$ cat config.mk
export PLATFORM = sky130hd
export DESIGN_NAME = decode_stage_pipe
export DESIGN_NICKNAME = d
export VERILOG_FILES = /design/src/rtl/decode_stage_pipe.sv
export SDC_FILE = /design/constraint.sdc
export NUM_CORES = 1
export LEC_CHECK = 0
export ABC_CLOCK_PERIOD_IN_PS = 5200
export CORE_MARGIN = 5
export CORE_UTILIZATION = 55
export CTS_CLUSTER_DIAMETER = 60
export CTS_CLUSTER_SIZE = 25
export DETAILED_ROUTE_END_ITERATION = 8
export PLACE_DENSITY = 0.83
export SYNTH_ARGS = -nofsm -noshare
export SYNTH_HDL_FRONTEND = slang
export SYNTH_SLANG_ARGS = --single-unit
$ cat constraint.sdc
create_clock -name clk -period 5.2 [get_ports clk]
set_input_delay 1.04 -clock clk [delete_from_list [all_inputs] [get_ports clk]]
set_output_delay 1.04 -clock clk [all_outputs]
set_load 0.05 [all_outputs]
$ cat src/rtl/decode_stage_pipe.sv
// decode_stage_pipe
//   Decode stage of the 16-bit RISC pipeline, placed between fetch and execute.
//   It decodes the fetched instruction and reads operands from an internal
//   register file, with a bypass from the write-back port. It detects load-use
//   hazards and registers the result into the ID/EX pipeline register.
//
// Ports
//   clk, rst            clock; asynchronous active-low reset (0 = in reset)
//   in_valid/in_ready   fetch handshake; fetch advances on in_valid && in_ready
//   instruction         opcode[15:13] rd/rs1[12:10] rs2[9:7] imm[9:0] funct[1:0]
//   wb_reg_write/addr/data  dedicated register-file write port
//   flush               kill decoding instruction, bubble ID/EX
//   ex_stall            execute busy: hold ID/EX
//   ex_*                registered ID/EX contents
//   stall_count         saturating count of load-use bubbles
module decode_stage_pipe #(
  parameter int DATA_W = 16,
  parameter int N_REGS = 8,
  parameter int PERF_W = 16
) (
  input  logic              clk,
  input  logic              rst,
  input  logic              in_valid,
  output logic              in_ready,
  input  logic [15:0]       instruction,
  input  logic              wb_reg_write,
  input  logic [2:0]        wb_addr,
  input  logic [DATA_W-1:0] wb_data,
  input  logic              flush,
  input  logic              ex_stall,
  output logic              ex_valid,
  output logic [1:0]        ex_alu_op,
  output logic              ex_alu_src,
  output logic              ex_wb_alu_to_reg,
  output logic              ex_reg_write,
  output logic              ex_mem_read,
  output logic              ex_mem_write,
  output logic [2:0]        ex_rd,
  output logic [DATA_W-1:0] ex_rs1_data,
  output logic [DATA_W-1:0] ex_rs2_data,
  output logic [DATA_W-1:0] ex_imm,
  output logic [PERF_W-1:0] stall_count
);

  typedef enum logic [2:0] {
    OP_NOP   = 3'b000,
    OP_ALUR  = 3'b001,
    OP_ALUI  = 3'b010,
    OP_LOAD  = 3'b011,
    OP_STORE = 3'b100
  } opcode_e;

  typedef struct packed {
    logic              valid;
    logic [1:0]        alu_op;
    logic              alu_src;
    logic              wb_alu_to_reg;
    logic              reg_write;
    logic              mem_read;
    logic              mem_write;
    logic [2:0]        rd;
    logic [DATA_W-1:0] rs1_data;
    logic [DATA_W-1:0] rs2_data;
    logic [DATA_W-1:0] imm;
  } idex_t;

  logic [2:0]        opcode;
  logic [2:0]        rs1;
  logic [2:0]        rs2;
  logic [DATA_W-1:0] regs [N_REGS];
  logic [DATA_W-1:0] rs1_val;
  logic [DATA_W-1:0] rs2_val;
  logic              use_rs1;
  logic              use_rs2;
  logic              hazard;
  idex_t             decoded;
  idex_t             idex;

  assign opcode = instruction[15:13];
  assign rs1    = instruction[12:10];
  assign rs2    = instruction[9:7];

  // Register file: R0 is an ordinary register.
  always_ff @(posedge clk or negedge rst) begin
    if (!rst) begin
      for (int unsigned i = 0; i < N_REGS; i++) regs[i] <= '0;
    end else if (wb_reg_write) begin
      regs[wb_addr] <= wb_data;
    end
  end

  // Same-cycle write-back forwarding.
  always_comb begin
    rs1_val = regs[rs1];
    rs2_val = regs[rs2];
    if (wb_reg_write && (wb_addr == rs1)) rs1_val = wb_data;
    if (wb_reg_write && (wb_addr == rs2)) rs2_val = wb_data;
  end

  // Opcode decode; unused opcodes decode as a valid instruction with no controls.
  always_comb begin
    decoded          = '0;
    decoded.valid    = 1'b1;
    decoded.rd       = instruction[12:10];
    decoded.rs1_data = rs1_val;
    decoded.rs2_data = rs2_val;
    decoded.imm      = {{(DATA_W-10){instruction[9]}}, instruction[9:0]};
    use_rs1          = 1'b0;
    use_rs2          = 1'b0;
    case (opcode)
      OP_ALUR: begin
        decoded.alu_op        = instruction[1:0];
        decoded.reg_write     = 1'b1;
        decoded.wb_alu_to_reg = 1'b1;
        use_rs1               = 1'b1;
        use_rs2               = 1'b1;
      end
      OP_ALUI: begin
        decoded.alu_src       = 1'b1;
        decoded.reg_write     = 1'b1;
        decoded.wb_alu_to_reg = 1'b1;
        use_rs1               = 1'b1;
      end
      OP_LOAD: begin
        decoded.alu_src   = 1'b1;
        decoded.mem_read  = 1'b1;
        decoded.reg_write = 1'b1;
      end
      OP_STORE: begin
        decoded.alu_src   = 1'b1;
        decoded.mem_write = 1'b1;
        use_rs1           = 1'b1;
      end
      default: ;
    endcase
  end

  assign hazard = in_valid && idex.valid && idex.mem_read &&
                  ((use_rs1 && (idex.rd == rs1)) || (use_rs2 && (idex.rd == rs2)));

  // flush > ex_stall > hazard > normal
  assign in_ready = flush || (!ex_stall && !hazard);

  always_ff @(posedge clk or negedge rst) begin
    if (!rst) begin
      idex        <= '0;
      stall_count <= '0;
    end else if (flush) begin
      idex <= '0;
    end else if (ex_stall) begin
      idex <= idex;
    end else if (hazard) begin
      idex <= '0;
      if (stall_count != '1) stall_count <= stall_count + 1'b1;
    end else if (in_valid) begin
      idex <= decoded;
    end else begin
      idex <= '0;
    end
  end

  assign ex_valid         = idex.valid;
  assign ex_alu_op        = idex.alu_op;
  assign ex_alu_src       = idex.alu_src;
  assign ex_wb_alu_to_reg = idex.wb_alu_to_reg;
  assign ex_reg_write     = idex.reg_write;
  assign ex_mem_read      = idex.mem_read;
  assign ex_mem_write     = idex.mem_write;
  assign ex_rd            = idex.rd;
  assign ex_rs1_data      = idex.rs1_data;
  assign ex_rs2_data      = idex.rs2_data;
  assign ex_imm           = idex.imm;

endmodule

==> summary.md, run 1 <==
| Metric | Value |
|---|---|
| Status | completed |
| TritonCTS clock tree | built |
| Max Freq | between 200 and 300 MHz |
| Initial DRC Count | slightly above 600 |
| Worst hold margin | ~480 ps |
| Area occupied by multi-input gates | around 4800 sq um |
| Gr ovfl total | 0 |
| Layout overhead on the synthesized area | 18.5% |
| Initial antenna violation count | 0 |
| Root buffer cell | clkbuf_16 |
| Core ar. | 18,000 sq um |
| Startpoint Class | primary input |
| Power Total | around 4300 uW |
| Crit path capture type | output port |
| CTS Hold Buffers Added | 0 |
| Final max-slew violation count | 0 |
| Chip Width | between 100 and 150 microns |
| Worst Path Buf+Inv | 2 |
| CTS clock-pin slew for the worst setup and hold paths | approximately 70 ps |
| Post-DP HPWL | 15.6 mm |
| Net Count, Synth | 823 |
| First-pass iteration count of the detailed router | 5 |
| Number of register bits inferred by synthesis | approximately 200 |
| WS Path Type | primary input to output port |
| Syn avg cell area | 12.9 sq um |
| Commonest cells post-synth | dfrtp_1, mux2_2, nand2_1 |
| EDFF count, synth | 0 |
| PostCTS Resize Cnt | 0 |
| Routed wire length | 24.9 mm |
| Met2 usage | 39.4% |
| Vias in the first global route | 7,355 |
| Final Hold Fails | 0 |
| Slowest-stage cell, CP | clkdlybuf4s50_1 |
| Hold Crit Class | flip-flop to flip-flop |
| Slew headroom | just under 30% |
| Worst Path Max Fanout | 7 |
| CP arrival | ~2700 ps |
| Biggest register | regs |
| Clock sink count | around 200 |
| Placer Congestion | ~0.80 |
| Filler instances | roughly 1,300 |
| Routed Antenna Nets | 0 |
| Post-Syn Instances | roughly 780 |
| Worst-Skew Late Latency | around 440 ps |
| Largest net degree at the start of global routing | 113 |
| Ys flop type | dfrtp_1 |
| Max Cap Viol | 0 |
| Vias per cell | about 6.4 |
| Total GRT Usage | a little under a quarter |
| Count of cell types in the netlist | 46 |
| Buffers on Ports | roughly 120 |
| CP Cell Sequence | clkdlybuf4s50_1 > nor3b_1 > nand4b_1 > nand2_1 > o21bai_1 > buf_4 |
| Post-route DRC | 0 |
| YS warnings | 0 |
| Register area share after synthesis | about 49% |
| Register area | 4930 sq um |
| Period minus WS final | 3690 ps |
| Max reg flops | ~130 |
| Cells after DPL | between 1,000 and 1,500 |
| Post-route insts no fill | ~1,100 |
| N_diodes | 0 |
| Die Y | between 100 and 150 microns |
| H-tree depth | 4 |
| CTS buffer count | 17 |
| Synth top area share | ~50% |
| Asr flop ratio synth | 100% |
| RSZ-0062 raised after global routing | false |
| Final setup TNS | 0 ps |
| First-pass GRT wire length | ~40 mm |
| PwrDens | ~360 nW/um^2 |
| CP max stage delay | 560 ps |
| Vias | 7,004 |
| Most common cell in the synthesized netlist | dfrtp_1 |
| Worst Path Required | around 4200 ps |
| Final worst-path cycle share | a little under three quarters |
| Crit path max-delay family | simple AND/OR/NAND/NOR gates |
| Met1 Use GR | a little under a third |
| Fraction of layout cells with a size suffix above 1 | roughly 28% |
| Leak Pwr | between 0.005 and 0.006 uW |
| Skew final | about 6.3 ps |
| IO Pins | between 100 and 150 |
| Die ar. | about 21,000 sq um |
| CTS Buffer Depth | 2 |
| Worst-Margin Slew | ~1100 ps |
| Mapped cell area | just over 10,000 sq um |
| DR WL/cell | between 20 and 25 microns |
| Dominant cell type by area after synthesis | dfrtp_1 |
| Nets | 900 |
| Final setup vio count | 0 |
| Met3 Use GR | around 5.2% |
| Final core occ | 66.3% |
| Post CTS Setup Buffer Count | 0 |
| Worst vdd ir | roughly 0.22 mV |
| Standard-cell rows | a little under 50 |
| Main area contributors after synthesis | dfrtp_1, mux2_2, mux4_2 |
| Initial Util | 55.9% |
| Busiest grt layer | met2 |
-- cell usage in the layout (no fill, tap or decap), types with 4 or more instances in the layout --
master and count:
inv_1 9, mux2_2 128, xor2_1 13, mux2i_1 27, a211oi_1 8, nor2b_1 14, buf_2 4, mux4_1 4
a32o_1 4, and4_1 4, clkdlybuf4s50_1 110, nand2b_1 4, clkbuf_16 17, nand4b_1 4, nand3_1 9, a21oi_1 8
dfrtp_1 197, o21ai_0 60, and3_1 4, nand4_1 6, a22o_1 12, bufinv_16 4, buf_4 19, nor2_1 7
mux4_2 50, a2111oi_0 16, xnor2_1 15, nand2_1 74
-- power breakdown --
group          switching, uW  internal (uW)
Combinational            413            491
Sequential               178           1780
Clock                    585            835
Total                   1180           3100
-- worst paths after layout --
path                                   end  cells past startpoint  slack, ps            start
max in group asynchronous  ex_rs2_data[11]                      2       3510              rst
setup reg to reg               ex_mem_read                      7       2730         ex_rd[2]
min in group asynchronous         regs[82]                      1        730              rst
hold / removal                ex_reg_write                      2        480     ex_reg_write
hold reg to reg               ex_reg_write                      2        480     ex_reg_write
setup / recovery                  in_ready                      6       1510  instruction[14]
-- cells by family (layout without fill, tap and decap cells) --
| logic type | Yosys count | after routing | synth area share [%] |
|---|---|---|---|
| AND/OR/NAND/NOR | 143 | 143 | 7.61 |
| flip-flops | 197 | 197 | 48.9 |
| buffers and inverters | 86 | 176 | 3.93 |
| adder cells (fa/ha/maj) | 1 | 1 | 0.124 |
| AO/OA/AOI/OAI | 116 | 116 | 7.63 |
| multiplexers | 209 | 209 | 29.2 |
| XOR/XNOR | 29 | 29 | 2.59 |
-- metal layers --
metal | wire length (microns) | up-vias | share of wire, %
met5 | 0 | - | 0
met4 | 587 | 0 | 2.4
met3 | 1550 | 53 | 6.2
met2 | 12300 | 295 | 49
met1 | 10500 | 3622 | 42
li1 | - | 3034 | -
-- final cells by class --
type                       instances  area share [%]
clock inverter                    11            1.45
inverter                           9           0.283
timing repair buffer             135            10.9
sequential                       197            41.3
clock buffer                      21            3.86
tap                              229            2.40
multi-input combinational        498            39.9
-- through the flow --
step,area [sq um],setup WS [ps]
4_1_cts,11900,1510
5_1_grt,11900,1410
2_1_floorplan,10100,1650
3_3_place_gp,11300,1570
3_5_place_dp,11300,1500
6_report,11900,1510
-- worst min-delay path: cells and delay by family, from the launching register on --
family | cells | cell delay [ps]
flops | 1 | 340
simple gates | 1 | 50
compound gates | 1 | 50
(Power assumes the default switching activity.)
==> inputs of run 2 (changes only) <==
==> config.mk (replaced) <==
export PLATFORM = sky130hd
export DESIGN_NAME = decode_stage_pipe
export DESIGN_NICKNAME = d
export VERILOG_FILES = /design/src/rtl/decode_stage_pipe.sv
export SDC_FILE = /design/constraint.sdc
export NUM_CORES = 1
export LEC_CHECK = 0
export ABC_CLOCK_PERIOD_IN_PS = 3210
export CORE_MARGIN = 5
export CORE_UTILIZATION = 51
export CTS_CLUSTER_DIAMETER = 60
export CTS_CLUSTER_SIZE = 25
export DETAILED_ROUTE_END_ITERATION = 8
export PLACE_DENSITY = 0.81
export SYNTH_ARGS = -nofsm -noshare
export SYNTH_HDL_FRONTEND = slang
export SYNTH_SLANG_ARGS = --single-unit
==> constraint.sdc (replaced) <==
create_clock -name clk -period 3.21 [get_ports clk]
set_input_delay 0.642 -clock clk [delete_from_list [all_inputs] [get_ports clk]]
set_output_delay 0.642 -clock clk [all_outputs]
set_load 0.05 [all_outputs]
==> summary.md, run 2 (synthesis results as in run 1) <==
| Metric | Value |
|---|---|
| N_diodes | 0 (unchanged) |
| First-pass GRT wire length | 40.0 mm (-0.81%) |
| Worst-Skew Late Latency | 430 ps (about the same) |
| Vias in the first global route | 7,188 (-2.3%) |
| Final max-slew violation count | 0 (unchanged) |
| RSZ-0062 raised after global routing | false |
| Initial Util | 51.8% (-4.1 points) |
| Die ar. | 22,700 sq um (+7.3%) |
| First-pass iteration count of the detailed router | 5 (unchanged) |
| Gr ovfl total | 0 (unchanged) |
| Total GRT Usage | 22.9% (-0.89 points) |
| Routed Antenna Nets | 0 (unchanged) |
| CTS buffer count | 17 (unchanged) |
| Routed wire length | 25.0 mm (+0.18%) |
| Worst Path Required | 2570 ps (-1590 ps) |
| PostCTS Resize Cnt | 0 (unchanged) |
| Max Cap Viol | 0 (unchanged) |
| Largest net degree at the start of global routing | 78 (-31%) |
| Net switching power | 1900 uW (+62%) |
| Biggest register | regs |
| Core ar. | 19,500 sq um (+8.0%) |
| WS Path Type | primary input to output port |
| Clock sink count | 197 (unchanged) |
| CP max stage delay | 650 ps (+90 ps) |
| Final setup vio count | 0 (unchanged) |
| Standard-cell rows | 51 (+4.1%) |
| IO Pins | 117 (unchanged) |
| Layout overhead on the synthesized area | 19.4% |
| Clk pwr share | 31.7% (-1.5 points) |
| Min setup slack post-route | 352 ps (-1160 ps) |
| Comb power frac | 21.7% (+0.6 points) |
| Period minus WS final | around 2900 ps |
| CP arrival | 2220 ps (-430 ps) |
| Skew final | 7.45 ps (+1.17 ps) |
| Worst-Margin Slew | 621 ps (-437 ps) |
| Most common cell after layout, fill and taps aside | dfrtp_1 |
| Initial antenna violation count | 0 (unchanged) |
| Fraction of layout cells with a size suffix above 1 | 29.0% (+0.85 points) |
| Slew headroom | 58.6% (+29 points) |
| Status | completed |
| Die Y | 151 microns (+3.6%) |
| Setup WS pre-CTS | 373 ps (-1130 ps) |
| Chip Width | 151 microns (+3.6%) |
| Sw Share | 28.0% (+0.50 points) |
| Final worst-path cycle share | between 80% and 90% |
| Nets | 909 (+1.0%) |
| Reg power frac | 46.6% (+0.9 points) |
| H-tree depth | 4 (unchanged) |
| PwrDens | 565 nW/um^2 (+58%) |
| Vias per cell | 6.13 (-3.7%) |
| Root buffer cell | clkbuf_16 |
| Hold Crit Class | primary input to async pin |
| Worst vdd ir | 0.364 mV (+64%) |
| Post CTS Setup Buffer Count | 0 (unchanged) |
| TritonCTS clock tree | built |
| Startpoint Class | primary input |
| Leak Pwr | 0.00509 uW (+0.63%) |
| CP Cell Sequence | clkdlybuf4s50_1 > o21ai_0 > o211ai_4 > nand2_1 > o21bai_1 > buf_12 |
| DR WL/cell | 21.8 microns (-3.8%) |
| Slowest-stage cell, CP | clkdlybuf4s50_1 |
| Final setup TNS | 0 ps (unchanged) |
| Crit path capture type | output port |
| Post-DP HPWL | 16.1 mm (+3.4%) |
| Max Freq | about 350 MHz |
| Worst Path Max Fanout | 7 (unchanged) |
| Buffers on Ports | 116 (unchanged) |
| CTS clock-pin slew for the worst setup and hold paths | 60 ps (about the same) |
| Vias | 7,022 (+0.26%) |
| Max reg flops | 128 (unchanged) |
| Final Hold Fails | 0 (unchanged) |
| Placer Congestion | 0.853 (+6.9%) |
| Power Internal | 4890 uW (+58%) |
| CTS Buffer Depth | 2 (unchanged) |
| Initial DRC Count | 463 (-25%) |
| CTS Hold Buffers Added | 0 (unchanged) |
| Leading cell types in the layout, fill and taps excluded | dfrtp_1, mux2_2, clkdlybuf4s50_1 |
| Post-route DRC | 0 (unchanged) |
run 2: cell count changes in the layout (fill, tap and decap cells not counted), moves of 2 or more:
cell,change
buf_4,+8
clkinv_4,+3
inv_6,-2
bufinv_16,-2
run 2: cell type report:
| cell class | instances | area, sq um |
|---|---|---|
| clock buffer | 21 | 470 |
| clock inverter | 11 | 126 |
| fill | 1461 | 7430 |
| inverter | 9 | 33.8 |
| multi-input combinational | 498 | 4760 |
| sequential | 197 | 4930 |
| tap | 265 | 332 |
| timing repair buffer | 144 | 1380 |
run 2: path summary, 6_finish.rpt:
path | from | to | slack [ps] | depth (start not counted)
worst max-delay path | instruction[14] | in_ready | 350 | 6
worst min-delay path | rst | regs[18] | 240 | 1
worst max register to register | stall_count[0] | stall_count[15] | 970 | 7
worst min register to register | ex_rs2_data[8] | ex_rs2_data[8] | 470 | 2
max in group asynchronous | rst | ex_rs2_data[10] | 2160 | 2
min in group clk | ex_rs2_data[8] | ex_rs2_data[8] | 470 | 2
run 2: worst max-delay path: cells and delay by family:
| family | cells | cell delay (ps) |
|---|---|---|
| buffers and inverters | 2 | 820 |
| and+or+nand+nor | 1 | 130 |
| AOI/OAI and AO/OA | 3 | 610 |
run 2: power groups by stage:
stage / sequential (uW) / combinational, uW / clock, uW
2_1_floorplan: 3230 / 979 / 0
3_3_place_gp: 3160 / 1430 / 0
3_5_place_dp: 3200 / 1470 / 0
4_1_cts: 3160 / 1480 / 2180
5_1_grt: 3210 / 1600 / 2300
6_report: 3170 / 1470 / 2150
run 2: routing by layer:
layer | vias up | GRT usage [%] | part of all wire [%]
met5 | - | 0 | 0
met4 | 0 | 9.56 | 2.8
met3 | 57 | 4.55 | 7.0
met2 | 293 | 37.5 | 48
met1 | 3619 | 30.2 | 42
li1 | 3053 | - | -
run 2: stage by stage:
stage	std cells	instance area (sq um)	total power (uW)	utilization (%)	hold slack [ps]
after global routing	1145	12000	7110	61.8	297
final	1145	12000	6790	61.8	239
after detailed placement	1113	11400	4660	58.7	469
after floorplan	781	10100	4210	-	346
after CTS	1145	12000	6820	61.8	251
after global placement	1113	11400	4590	58.7	461
==> inputs of run 3 (changes only) <==
--- a/config.mk
+++ b/config.mk
@@ -7,11 +7,11 @@
 export LEC_CHECK = 0
 export ABC_CLOCK_PERIOD_IN_PS = 3210
 export CORE_MARGIN = 5
-export CORE_UTILIZATION = 51
+export CORE_UTILIZATION = 40
 export CTS_CLUSTER_DIAMETER = 60
 export CTS_CLUSTER_SIZE = 25
 export DETAILED_ROUTE_END_ITERATION = 8
-export PLACE_DENSITY = 0.81
+export PLACE_DENSITY = 0.63
 export SYNTH_ARGS = -nofsm -noshare
 export SYNTH_HDL_FRONTEND = slang
 export SYNTH_SLANG_ARGS = --single-unit
==> summary.md, run 3 (synthesis results as in run 1) <==
| Metric | Value |
|---|---|
| Routed Antenna Nets | 0 (unchanged) |
| CTS buffer count | 17 (unchanged) |
| Highest Signal Layer | met5 |
| Max Freq | 348 MHz (-0.67%) |
| Slowest-stage cell, CP | clkdlybuf4s50_1 |
| IO Pins | 117 (unchanged) |
| Initial Util | 40.4% (-11 points) |
| Power Internal | 4790 uW (-2.1%) |
| Comb power frac | 22.1% (+0.4 points) |
| Skew final | 8.19 ps (+0.740 ps) |
| PostCTS Resize Cnt | 0 (unchanged) |
| R2R Path Start | stall_count[0] |
| RSZ-0062 raised after global routing | false |
| Total GRT Usage | 18.6% (-4.4 points) |
| Leak Pwr | 0.00508 uW (-0.34%) |
| First-pass GRT wire length | 41.3 mm (+3.4%) |
| Chip Width | 169 microns (+12%) |
| Period minus WS final | 2880 ps (+19.1 ps) |
| Worst Path Required | 2570 ps (about the same) |
| Critical path endpoint | in_ready |
| Clock sink count | 197 (unchanged) |
| Biggest register | regs |
| Routed wire length | 25.6 mm (+2.4%) |
| Clk pwr share | 30.3% (-1.4 points) |
| Max Cap Viol | 0 (unchanged) |
| Post-DP HPWL | 16.5 mm (+2.6%) |
| Core ar. | 25,000 sq um (+28%) |
| Reg power frac | 47.6% (+1.0 points) |
| Placement Cell Area | 11,600 sq um (+1.1%) |
| PwrDens | 549 nW/um^2 (-2.8%) |
| Die Y | 169 microns (+12%) |
| Status | completed |
| Most common cell after layout, fill and taps aside | dfrtp_1 |
| Final setup vio count | 0 (unchanged) |
| Initial antenna violation count | 2 (+2) |
| Final std cell area, no fill | 12,100 sq um (+0.56%) |
| Net switching power | 1850 uW (-2.7%) |
| Vias in the first global route | 7,007 (-2.5%) |
| CTS clock-pin slew for the worst setup and hold paths | 70 ps (about the same) |
| Initial DRC Count | 487 (+5.2%) |
| Die ar. | 28,500 sq um (+26%) |
| Worst R2R End | stall_count[15] |
| First-pass iteration count of the detailed router | 5 (unchanged) |
| Nets | 911 (+0.22%) |
| Startpoint Class | primary input |
| Worst vdd ir | 0.374 mV (+2.7%) |
| Slew headroom | 53.5% (-5.1 points) |
| Final worst-path cycle share | 89.6% (+0.60 points) |
| Sw Share | 27.9% (-0.13 points) |
| CP arrival | 2230 ps (about the same) |
| Worst-Skew Late Latency | 430 ps (about the same) |
| Post CTS Setup Buffer Count | 0 (unchanged) |
| Layout overhead on the synthesized area | 20.0% |
| Vias | 6,745 (-3.9%) |
| Max reg flops | 128 (unchanged) |
| Standard-cell rows | 58 (+14%) |
| Final setup TNS | 0 ps (unchanged) |
| TritonCTS clock tree | built |
| WL met2 | 12.1 mm (+0.16%) |
| H-tree depth | 4 (unchanged) |
| Length of routed met3 wiring | 1.46 mm (-17%) |
| WS Path Type | primary input to output port |
| Vias per cell | 5.57 (-9.1%) |
| Worst-Margin Slew | 698 ps (+76.2 ps) |
| Gr ovfl total | 0 (unchanged) |
| Worst Path Max Fanout | 7 (unchanged) |
| CTS Buffer Depth | 2 (unchanged) |
| Buffers on Ports | 116 (unchanged) |
| Placer Congestion | 0.775 (-9.1%) |
| CTS Hold Buffers Added | 0 (unchanged) |
| N_diodes | 0 (unchanged) |
| Largest net degree at the start of global routing | 84 (+7.7%) |
| Post-route DRC | 0 (unchanged) |
| Final Hold Fails | 0 (unchanged) |
| Crit path capture type | output port |
| CP max stage delay | 660 ps (about the same) |
| Root buffer cell | clkbuf_16 |
| M1 WL | 11.5 mm (+9.9%) |
| CP Cell Sequence | clkdlybuf4s50_1 > o21ai_0 > o211ai_4 > nand2_1 > o21bai_1 > buf_12 |
| R2r setup slk | 980 ps (about the same) |
| Reg2Reg Depth | 7 (unchanged) |
| DR WL/cell | 21.1 microns (-3.1%) |
| CP Launch Point | instruction[14] |
| Final max-slew violation count | 0 (unchanged) |
| Hold Crit Class | primary input to async pin |
| Filler instances | 2,200 (+51%) |
| Fraction of layout cells with a size suffix above 1 | 28.6% (-0.34 points) |
| Worst hold margin | 281 ps (+41.6 ps) |
| Leading cell types in the layout, fill and taps excluded | dfrtp_1, mux2_2, clkdlybuf4s50_1 |
==> run 3: changes by cell type in the layout (fill, tap and decap cells not counted), sizes merged <==
cell	previous run	this run
clkbuf	22	24
clkinv	8	2
inv	9	10
clkinvlp	1	3
buf	33	35
bufinv	2	1
==> run 3: worst min path at each step <==
| stage | startpoint | to | slack [ps] | cells past startpoint |
|---|---|---|---|---|
| after floorplan | rst | ex_alu_op[0] | 350 | 0 |
| after global placement | ex_rs2_data[9] | ex_rs2_data[9] | 460 | 2 |
| after detailed placement | ex_rs2_data[9] | ex_rs2_data[9] | 470 | 2 |
| after CTS | rst | regs[50] | 290 | 1 |
| after global routing | rst | regs[18] | 310 | 1 |
| final | rst | regs[84] | 280 | 1 |
==> run 3: metrics by stage <==
stage	power, uW	util (%)	worst slack [ps]	instances
finish	6640	48.5	333	1210
global route	6990	48.5	204	1210
CTS	6700	48.5	347	1210
detailed placement	4670	46.3	359	1180
global placement	4630	46.3	390	1180
floorplan	4210	-	459	781
==> run 3: critical path: cells and delay by family <==
kind,cells,cell delay [ps]
buf+inv,2,830
simple gates,1,130
compound gates,3,620
==> run 3: area by class of cell <==
| class | instances | area [sq um] | area share, % |
|---|---|---|---|
| Clock buffer | 23 | 468 | 3.87 |
| Clock inverter | 7 | 75.1 | 0.621 |
| Inverter | 9 | 33.8 | 0.279 |
| Multi-Input combinational cell | 498 | 4760 | 39.4 |
| Sequential cell | 197 | 4930 | 40.7 |
| Tap cell | 330 | 413 | 3.41 |
| Timing Repair Buffer | 146 | 1420 | 11.7 |
==> run 3: routing by layer <==
layer  up-vias  track usage (%)
li1       3056                -
met1      3471             25.5
met2       183             29.8
met3        31             4.13
met4         4             5.29
met5         -                0
==> run 3: power by group through the flow <==
| stage | registers (uW) | logic (uW) | clock network, uW |
|---|---|---|---|
| CTS | 3150 | 1480 | 2070 |
| finish | 3160 | 1470 | 2010 |
| global placement | 3180 | 1450 | 0 |
| global route | 3210 | 1600 | 2180 |
| detailed placement | 3190 | 1480 | 0 |
| floorplan | 3230 | 979 | 0 |
